<file path="src/rtl/game_tick_gen.sv">
// game_tick_gen: multi-channel programmable tick generator.
// Each channel keeps a rate register and a down-counter. It emits a one-cycle
// tick every R+1 enabled cycles, plus an optional 50%-duty toggle output.
// Optional feature: define GAME_TICK_TOGGLE_EN to build the clk_out toggle
// flops. When it is undefined, clk_out is tied to zero.

// Per-channel counter lane
module game_tick_lane #(
    parameter int WIDTH        = 28,
    parameter int DEFAULT_RATE = 965664,
    parameter int IDX          = 0
) (
    input  logic             CLOCK_50,
    input  logic             resetn,
    input  logic             enable,
    input  logic             load,
    input  logic [2:0]       load_ch,
    input  logic [WIDTH-1:0] load_rate,
    output logic             tick,
    output logic             clk_out
);
    localparam logic [WIDTH-1:0] RST_VAL = WIDTH'(DEFAULT_RATE);

    logic [WIDTH-1:0] rate_q;
    logic [WIDTH-1:0] cnt_q;
    logic             load_hit;
    logic             expire;

    // A lane only answers to its own index, so an out-of-range load_ch never matches
    assign load_hit = load && (load_ch == 3'(IDX));
    // Terminal count is honoured only when running and not being overwritten
    assign expire   = enable && !load_hit && (cnt_q == '0);

    // Rate/count update: a load wins over everything; reload at zero, never wrap
    always_ff @(posedge CLOCK_50 or negedge resetn) begin
        if (!resetn) begin
            rate_q <= RST_VAL;
            cnt_q  <= RST_VAL;
            tick   <= 1'b0;
        end else if (load_hit) begin
            rate_q <= load_rate;
            cnt_q  <= load_rate;
            tick   <= 1'b0;
        end else if (enable) begin
            cnt_q  <= (cnt_q == '0) ? rate_q : cnt_q - WIDTH'(1);
            tick   <= (cnt_q == '0);
        end else begin
            tick   <= 1'b0;
        end
    end

`ifdef GAME_TICK_TOGGLE_EN
    // Toggle on the same edge that raises tick, giving a 2*(R+1) period square wave
    always_ff @(posedge CLOCK_50 or negedge resetn) begin
        if (!resetn)
            clk_out <= 1'b0;
        else if (expire)
            clk_out <= ~clk_out;
    end
`else
    assign clk_out = 1'b0;
`endif
endmodule

// Top: array of independent lanes sharing the load bus
module game_tick_gen #(
    parameter int CHANNELS     = 4,
    parameter int WIDTH        = 28,
    parameter int DEFAULT_RATE = 965664
) (
    input  logic                CLOCK_50,
    input  logic                resetn,
    input  logic [CHANNELS-1:0] enable,
    input  logic                load,
    input  logic [2:0]          load_ch,
    input  logic [WIDTH-1:0]    load_rate,
    output logic [CHANNELS-1:0] tick,
    output logic [CHANNELS-1:0] clk_out
);
    for (genvar g = 0; g < CHANNELS; g++) begin : g_lane
        game_tick_lane #(
            .WIDTH       (WIDTH),
            .DEFAULT_RATE(DEFAULT_RATE),
            .IDX         (g)
        ) u_lane (
            .CLOCK_50 (CLOCK_50),
            .resetn   (resetn),
            .enable   (enable[g]),
            .load     (load),
            .load_ch  (load_ch),
            .load_rate(load_rate),
            .tick     (tick[g]),
            .clk_out  (clk_out[g])
        );
    end
endmodule

</file>
<file path="config.mk">
export PLATFORM = sky130hd
export DESIGN_NAME = game_tick_gen
export DESIGN_NICKNAME = d
export VERILOG_FILES = /design/src/rtl/game_tick_gen.sv
export SDC_FILE = /design/constraint.sdc
export NUM_CORES = 1
export LEC_CHECK = 0
export CAP_MARGIN = 25
export CORE_ASPECT_RATIO = 1.5
export CORE_UTILIZATION = 30
export DETAILED_ROUTE_END_ITERATION = 6
export MAX_ROUTING_LAYER = met4
export SLEW_MARGIN = 20
export SYNTH_ARGS = -nofsm -noshare
export SYNTH_HDL_FRONTEND = slang
export SYNTH_SLANG_ARGS = --single-unit
</file>
<file path="constraint.sdc">
create_clock -name CLOCK_50 -period 2.36 [get_ports CLOCK_50]
set_input_delay 0.472 -clock CLOCK_50 [delete_from_list [all_inputs] [get_ports CLOCK_50]]
set_output_delay 0.472 -clock CLOCK_50 [all_outputs]
set_load 0.01 [all_outputs]
</file>
==> results_dict.tcl, run 1 <==
set metrics [dict create \
    reg2reg_to "g_lane[2].u_lane.cnt_q[4]" \
    grt_pass1_vias 11500 \
    ant_nets 0 \
    wl_mm 40.4 \
    synthMuxAreaShare_pct 2.19 \
    core-area_um2 40500 \
    cp.required_ns 2.80 \
    syn2layout_area_growth_pct 25.6 \
    ys_seq_area_share_pct 46.7 \
    slew_viol_final 0 \
    grt_overflow 0 \
    numCtsBuffers 24 \
    n_antenna_cell 0 \
    synth_top_family_by_area "simple AND/OR/NAND/NOR gates" \
    final_cell_area_um2 15600 \
    max_stage_delay_ns 0.52 \
    fin_ws_ns -0.0788 \
    p_leak_nw 6.79 \
    status "finished, violations left" \
    io_pins 46 \
    synthDistinctLibCells 70 \
    max-slew-margin-rel_pct 57.0 \
    track_usage_pct 19.8 \
    rsz0062_at_grt "true" \
    critPathMostFrequentCell "or4b_4" \
    initial_core_util_pct 30.6 \
    power_mw 13.8 \
    reg2reg_from "g_lane[2].u_lane.cnt_q[0]" \
    postSynth.asyncResetShare_pct 100 \
    clk_pin_slew_worst_paths_ns 0.07 \
    mostFrequentLayoutCells "421 x nand2_1, 156 x dfrtp_1, 149 x buf_4, 89 x nor2_1, 73 x o21ai_0" \
    finalSetupViolCount 13 \
    finalHoldViolations 0 \
    clk_path_buf_depth 3 \
    endpoint_kind "register" \
    vias 11500 \
    fin_cells 2130 \
    io_buffer_count 41 \
    avgSynthCellArea_um2 8.48 \
    synth-seq-cells 228 \
    ys.flop_type "dfrtp_1" \
    synth_cells 1463 \
    finalSetupTns_ns -0.451 \
    fin_worst_skew_ns 0.00930 \
    synthAdderAreaFrac_pct 0.806 \
    vias_per_cell 5.41 \
    htreeDepth 1 \
    cp.depth 8 \
    rows 90 \
    dr.pass1.iters 5 \
    critPathArrivalTime_ns 2.88 \
    period_minus_slack_ns 2.44 \
    r2r_setup_slack_ns -0.08 \
    startpoint "g_lane[2].u_lane.cnt_q[0]" \
    synth_edf_count 0 \
    drc 0 \
    synth-xor-area-share_pct 3.95 \
    reg2reg_depth 8 \
    die_w_um 168 \
    drt_iter0_drc 652 \
    cp_top_family "simple AND/OR/NAND/NOR gates" \
    grt_pass1_wl_mm 63.6 \
    grt_max_degree 61 \
    synth-simple-area-share_pct 27.1 \
    maxCapViolCount 0 \
    max_clock_freq_mhz 410 \
    cp-start-kind "register" \
    cp_slowest_cell "or4b_4" \
    fin_nets 1652 \
    cts_tree "built" \
    synth_compound_area_share_pct 15.5 \
    setup.worst_path.end "g_lane[2].u_lane.cnt_q[4]" \
    min_path_type "in2async" \
    violations "negative setup slack" \
    worst_pin_slew_ns 0.643 \
    fin_util_pct 38.4 \
    crit_type "reg2reg" \
    peakVddDrop_mv 0.495 \
    antenna_found_initial 0 \
    yosys_warnings 0 \
    crit_fanout 15 \
    powerDensity_nw_per_um2 883 \
    layout_commonest_cell "nand2_1" \
    crit_chain "inv_2, ha_1, or4b_4, or4b_4, or2_4, buf_12, and3_4, o311ai_2" \
    place.gp.congestion 0.894 \
    cts_root_buf "clkbuf_16" \
    dieArea_um2 42200 \
    dp_hpwl_mm 28.8 \
    clock_latency_ns 0.54 \
    die_h_um 251 \
    place_area_um2 14500 \
    dp_cells 2082 \
    cts_sinks 228 \
    period_share_pct 103 \
    avgRoutedWirePerCell_um 19.0 \
    path_buf_inv 2 \
    drive_gt1_share_pct 20.3 \
    syn_area_um2 12400 \
]
-- synthesized netlist by cell type (all sizes together), types with 3 or more instances --
cell	n	share of area (%)
buf	23	1.0
a21oi	17	0.69
o21ai	80	3.2
ha	8	0.81
dfrtp	156	31
nand3	35	1.4
a21o	6	0.36
or4b	5	0.43
xor2	15	1.1
a211oi	3	0.18
o311a	4	0.32
nor2b	4	0.20
nand4	15	0.76
clkbuf	69	2.1
inv	22	0.67
nand2b	3	0.15
o41ai	5	0.35
dfstp	72	15
o31ai	15	0.91
a22oi	4	0.24
nand2	423	13
o22ai	10	0.50
or2	7	0.35
xnor2	41	2.9
o221ai	5	0.35
nor2	93	2.8
o211ai	57	3.4
or4	19	1.1
nor4	32	1.7
nor4b	4	0.28
o31a	9	0.64
a21boi	8	0.48
a22o	6	0.42
o311ai	8	0.56
nor3	55	2.2
or3	29	1.5
mux2i	26	2.1
a31oi	28	1.4
and3	3	0.15
and2	6	0.30
-- state kept, by name, indices dropped and copies added (netlist names) --
name                  count
g_lane.u_lane.tick        4
g_lane.u_lane.cnt_q     112
g_lane.u_lane.rate_q    112
-- cells by family (layout without fill, tap and decap cells) --
kind of cell / count (synthesis) / after routing
and+or+nand+nor: 746 / 746
DFF: 228 / 228
muxes: 27 / 27
adders and majority gates: 8 / 8
AOI/OAI and AO/OA: 283 / 283
xor gates and xnor gates: 56 / 56
buffers and inverters: 114 / 272
other: 1 / 4
-- report_power, final --
group          internal (mW)  switching [mW]  leakage (nW)  total [mW]
Sequential              4.98           0.864          2.71        5.84
Clock                   2.58            1.70         0.430        4.27
Combinational           1.71            1.94          3.65        3.65
Total                   9.27            4.50          6.79        13.8
-- worst min-delay path by stage --
| stage | end | depth (start not counted) | slack [ns] | startpoint |
|---|---|---|---|---|
| 2_1_floorplan | g_lane[0].u_lane.cnt_q[0] | 0 | 0.18 | resetn |
| 3_3_place_gp | g_lane[0].u_lane.rate_q[18] | 2 | 0.44 | g_lane[0].u_lane.rate_q[18] |
| 3_5_place_dp | g_lane[3].u_lane.rate_q[11] | 2 | 0.45 | g_lane[3].u_lane.rate_q[11] |
| 4_1_cts | g_lane[3].u_lane.rate_q[11] | 2 | 0.46 | g_lane[3].u_lane.rate_q[11] |
| 5_1_grt | g_lane[1].u_lane.rate_q[15] | 2 | 0.47 | g_lane[1].u_lane.rate_q[15] |
| 6_report | g_lane[2].u_lane.cnt_q[14] | 2 | 0.44 | resetn |
-- stage by stage --
stage	setup slack (ns)	hold slack (ns)
floorplan	-0.156	0.176
global placement	-0.111	0.445
detailed placement	-0.143	0.448
CTS	-0.0917	0.458
global route	-0.176	0.473
finish	-0.0788	0.443
-- final cells by class --
class	instances	area (um^2)
clock inverters	15	211
inverters	22	82.6
flip-flops and latches	228	5800
multi-input cells	1124	6370
repair buffers	206	1820
clock buffers	29	671
fillers	4078	25000
well taps	506	633
-- per-layer routing --
metal	track usage (%)	share of wire, %	vias to the layer above
met1	23.2	41	5690
met5	-	0	-
met2	33.5	49	276
met3	2.08	3.9	96
met4	10.8	5.7	0
li1	-	-	5452
-- repair_timing --
action                                  4_1_cts  5_1_grt
gates resized for setup                      18       23
pin swaps                                     3        5
endpoints found under the setup margin       25       38
setup buffers                                 1        2
hold buffers                                  1        0
hold endpoints to repair                     29        0
No activity file was read; power rests on OpenSTA's default activity.
==> run 2: changes to the inputs <==
- CORE_UTILIZATION: 30 -> 50
- PLACE_DENSITY: unset -> 0.7
==> run 2 against run 1 <==
  * Clock-buffer cell count increased by 5
  * Clock power fell by 11%
  * Flip-flop and latch count unchanged
  * First-iteration DRC count up 27%
  * Routed wire length fell by 7.2%
  * Total power fell by 3.3%
  * The flow still finishes with violations (negative setup slack)
  * Register-to-register slack barely moved
  * Sequential share of layout area up 0.69 points
  * Critical path depth down 1
  * Cell area shrank 1.8%
  * Final cell count is 8.7% lower
==> results_dict.tcl, run 2 (synthesized netlist as in run 1, its figures left out) <==
set metrics [dict create \
    critPathArrivalTime_ns 2.91 \
    max_stage_delay_ns 0.51 \
    fin_ws_ns -0.0908 \
    numCtsBuffers 24 \
    ant_nets 0 \
    peakVddDrop_mv 0.550 \
    critPathMostFrequentCell "or4b_4" \
    wl_mm 37.5 \
    cp_slowest_cell "or4b_4" \
    drive_gt1_share_pct 20.2 \
    clock_latency_ns 0.54 \
    initial_core_util_pct 51.0 \
    top_layer "met4" \
    fin_worst_skew_ns 0.0137 \
    n_antenna_cell 0 \
    antenna_found_initial 0 \
    max-slew-margin-rel_pct 57.1 \
    syn2layout_area_growth_pct 23.3 \
    cts_root_buf "clkbuf_16" \
    fin_nets 1650 \
    top_regs "g_lane.u_lane.cnt_q (112), g_lane.u_lane.rate_q (112), g_lane.u_lane.tick (4)" \
    dp_slack_ns -0.241 \
    period_minus_slack_ns 2.45 \
    grt_max_degree 64 \
    grt_pass1_vias 11700 \
    wl_met1_mm 15.2 \
    clk_pin_slew_worst_paths_ns 0.06 \
    wl_met3_mm 1.91 \
    cts_sinks 228 \
    drt_iter0_drc 829 \
    vias 11600 \
    worst_pin_slew_ns 0.641 \
    startpoint "g_lane[2].u_lane.cnt_q[0]" \
    powerDensity_nw_per_um2 870 \
    dp_hpwl_mm 26.0 \
    place.gp.congestion 0.939 \
    fin_cells 1945 \
    p_leak_nw 6.75 \
    min_path_type "in2async" \
    reg2reg_from "g_lane[2].u_lane.cnt_q[0]" \
    cp.required_ns 2.82 \
    endpoint_kind "register" \
    slew_viol_final 0 \
    track_usage_pct 31.7 \
    rsz0062_at_grt "true" \
    max_clock_freq_mhz 408 \
    cp-start-kind "register" \
    grt_overflow 0 \
    vias_per_cell 5.95 \
    mostFrequentLayoutCells "421 x nand2_1, 156 x dfrtp_1, 142 x buf_4, 90 x nor2_1, 72 x dfstp_2" \
    die_w_um 131 \
    die_h_um 195 \
    io_pins 46 \
    htreeDepth 1 \
    layout_commonest_cell "nand2_1" \
    cts_tree "built" \
    status "finished, violations left" \
    avgRoutedWirePerCell_um 19.3 \
    dieArea_um2 25500 \
    period_share_pct 104 \
    finalSetupViolCount 13 \
    grt_pass1_wl_mm 60.5 \
    clk_path_buf_depth 3 \
    dr.pass1.iters 5 \
    core-area_um2 24300 \
    finalHoldViolations 0 \
    crit_chain "inv_2, ha_4, or4b_4, or4b_4, or2_4, or3_1, a32o_1" \
    maxCapViolCount 0 \
    io_buffer_count 41 \
    wl_met2_mm 17.9 \
    drc 0 \
    crit_type "reg2reg" \
    crit_fanout 7 \
    violations "negative setup slack" \
    rows 70 \
    dp_cells 1895 \
]
[run 2: layout make-up]
cell class	instances	area, um^2
fillers	2167	9050
flip-flops and latches	228	5800
inverters	22	82.6
clock inverters	9	73.8
well taps	324	405
clock buffers	34	709
multi-input cells	1124	6400
repair buffers	204	1830
[run 2: repair_timing]
action	CTS	global route
buffers inserted	3	3
hold buffers	1	0
endpoints found under the setup margin	26	37
resized for setup	17	31
endpoints found under the hold margin	24	0
pin swaps	4	8
[run 2: path summary, 6_finish.rpt]
check / endpoint / slack (ns) / depth (start not counted)
setup / recovery: g_lane[2].u_lane.cnt_q[5] / -0.09 / 7
min in group CLOCK_50: g_lane[3].u_lane.rate_q[19] / 0.46 / 2
max in group asynchronous: g_lane[0].u_lane.rate_q[10] / 1.23 / 3
hold / removal: g_lane[3].u_lane.tick / 0.43 / 2
setup reg to reg: g_lane[2].u_lane.cnt_q[5] / -0.09 / 7
hold reg to reg: g_lane[3].u_lane.rate_q[19] / 0.46 / 2
[run 2: where the power goes]
group | leakage (nW) | switching, mW | total [mW] | internal [mW]
Sequential | 2.71 | 0.838 | 5.82 | 4.98
Clock | 0.395 | 1.61 | 3.81 | 2.20
Combinational | 3.65 | 1.96 | 3.69 | 1.73
[run 2: per-layer routing]
metal	track usage (%)	vias to the layer above
met2	49.3	326
met1	39.0	5673
met5	-	-
li1	-	5443
met3	3.41	127
met4	20.1	0
[run 2: critical path: cells and delay by family, from the launching register on]
family	cells	cell delay, ns
AND/OR/NAND/NOR	4	1.56
flip-flops	1	0.39
AO/OA/AOI/OAI	1	0.22
adder cells (fa/ha/maj)	1	0.12
buffers and inverters	1	0.09
[run 2: stage by stage]
step	setup TNS [ns]	area (um^2)	hold slack, ns	total power, mW	utilization, %
after global routing	-1.44	15300	0.450	14.1	62.8
after floorplan	-1.56	12500	0.176	7.95	-
after global placement	-2.69	14300	0.389	9.30	58.7
final	-0.498	15300	0.426	13.3	62.8
after CTS	-0.355	15200	0.429	13.3	62.2
after detailed placement	-4.18	14300	0.390	9.41	58.7
==> run 3: changes to the inputs <==
- CTS_BUF_LIST: unset -> sky130_fd_sc_hd__clkbuf_16
- PLACE_DENSITY: 0.7 -> 0.66
==> run 3 against run 2 <==
  * The flow still finishes with violations (negative setup slack)
  * Cell area down 0.56%
  * Clock power about the same
  * Largest cell class unchanged
  * Hold slack better by 0.032 ns
  * Clock-buffer cell count down 9
  * Via count is 0.66% lower
  * Global-route usage rose by 0.37 points
  * Critical path type unchanged
==> results_dict.tcl, run 3 (synthesized netlist as in run 1, its figures left out) <==
set metrics [dict create \
    status "finished, violations left" \
    violations "negative setup slack" \
    cts_root_buf "clkbuf_16" \
    io_pins 46 \
    clock_latency_ns 0.54 \
    fin_cells 1956 \
    powerDensity_nw_per_um2 879 \
    grt_max_degree 65 \
    cp-start-kind "register" \
    cts_tree "built" \
    period_minus_slack_ns 2.47 \
    clk_path_buf_depth 3 \
    grt_pass1_wl_mm 60.9 \
    critPathArrivalTime_ns 2.94 \
    rsz0062_at_grt "true" \
    max-slew-margin-rel_pct 53.9 \
    dp_cells 1906 \
    finalHoldViolations 0 \
    peakVddDrop_mv 0.767 \
    dp_hpwl_mm 26.6 \
    grt_overflow 0 \
    top_usage_layer "met2" \
    cp.required_ns 2.83 \
    min_path_type "reg2reg" \
    drc 0 \
    ant_nets 0 \
    finalSetupViolCount 16 \
    max_clock_freq_mhz 406 \
    numCtsBuffers 24 \
    dp_slack_ns -0.183 \
    crit_fanout 7 \
    n_antenna_cell 0 \
    fin_nets 1660 \
    rows 70 \
    reg2reg_depth 7 \
    layout_commonest_cell "nand2_1" \
    fin_worst_skew_ns 0.0122 \
    drt_iter0_drc 720 \
    avgRoutedWirePerCell_um 19.4 \
    mostFrequentLayoutCells "421 x nand2_1, 160 x buf_4, 156 x dfrtp_1, 92 x nor2_1, 74 x o21ai_0" \
    drive_gt1_share_pct 19.4 \
    period_share_pct 104 \
    endpoint_kind "register" \
    power_mw 13.4 \
    dieArea_um2 25500 \
    fillers 2176 \
    core-area_um2 24300 \
    use_met1_pct 40.2 \
    maxCapViolCount 0 \
    worst_pin_slew_ns 0.688 \
    grt_util_met2_pct 51.1 \
    clk_pin_slew_worst_paths_ns 0.06 \
    top_regs "g_lane.u_lane.cnt_q (112), g_lane.u_lane.rate_q (112), g_lane.u_lane.tick (4)" \
    cts_sinks 228 \
    initial_core_util_pct 51.0 \
    antenna_found_initial 0 \
    slew_viol_final 0 \
    vias_per_cell 5.88 \
    grt_pass1_vias 11600 \
    track_usage_pct 32.1 \
    vias 11500 \
    die_h_um 195 \
    use_met3_pct 3.74 \
    place.gp.congestion 0.962 \
    wl_mm 37.9 \
    syn2layout_area_growth_pct 22.6 \
    crit_type "reg2reg" \
    die_w_um 131 \
    hold-path-cell-count 2 \
    htreeDepth 1 \
    finalSetupTns_ns -0.563 \
    dr.pass1.iters 6 \
    io_buffer_count 41 \
    fin_ws_ns -0.106 \
    p_leak_nw 6.77 \
]
## run 3: worst paths after layout
| path | startpoint | to | slack, ns |
|---|---|---|---|
| setup / recovery | g_lane[2].u_lane.cnt_q[1] | g_lane[2].u_lane.cnt_q[5] | -0.11 |
| hold / removal | g_lane[3].u_lane.rate_q[18] | g_lane[3].u_lane.rate_q[18] | 0.46 |
| setup reg to reg | g_lane[2].u_lane.cnt_q[1] | g_lane[2].u_lane.cnt_q[5] | -0.11 |
| hold reg to reg | g_lane[3].u_lane.rate_q[18] | g_lane[3].u_lane.rate_q[18] | 0.46 |
| max in group asynchronous | resetn | g_lane[1].u_lane.cnt_q[12] | 1.07 |
| min in group asynchronous | resetn | g_lane[0].u_lane.cnt_q[8] | 0.49 |
## run 3: area by class of cell
class	instances	area [um^2]	area share, %
Clock inverter	19	154	1.01
Clock buffer	25	626	4.11
Multi-Input combinational cell	1124	6320	41.5
Inverter	22	82.6	0.543
Sequential cell	228	5800	38.1
Timing Repair Buffer	214	1830	12.0
Tap cell	324	405	2.66
## run 3: report_power, final
| group | leakage, nW | switching (mW) | internal (mW) |
|---|---|---|---|
| Sequential | 2.71 | 0.820 | 4.98 |
| Combinational | 3.65 | 1.96 | 1.78 |
| Clock | 0.416 | 1.61 | 2.23 |
| Total | 6.77 | 4.39 | 8.99 |
## run 3: routing by layer
metal	share of wire, %	routed length (um)	vias up
met3	4.9	1870	90
met5	0	0	-
met4	4.9	1850	0
met1	42	15800	5584
met2	49	18400	355
li1	-	-	5464
## run 3: what timing repair did
| item | in CTS | in global routing |
|---|---|---|
| gates resized for setup | 13 | 14 |
| buffers inserted | 2 | 3 |
| pin swaps | 2 | 9 |
| hold buffers | 1 | 0 |
| hold endpoints to repair | 43 | 0 |
| setup endpoints to repair | 29 | 33 |
## run 3: worst max-delay path, cell delays in order, from the launching register on
cell and delay [ns]:
dfrtp_1 0.39, inv_2 0.08, ha_4 0.11, or4b_4 0.45, or4b_4 0.50, or2_4 0.31
or3_1 0.32, a32o_1 0.23
## run 3: metrics by stage
step	area [um^2]	utilization, %	hold slack (ns)
after floorplan	12500	-	0.176
after global placement	14300	58.8	0.445
after detailed placement	14300	58.8	0.447
after CTS	15100	62.2	0.458
after global routing	15200	62.5	0.472
final	15200	62.5	0.458
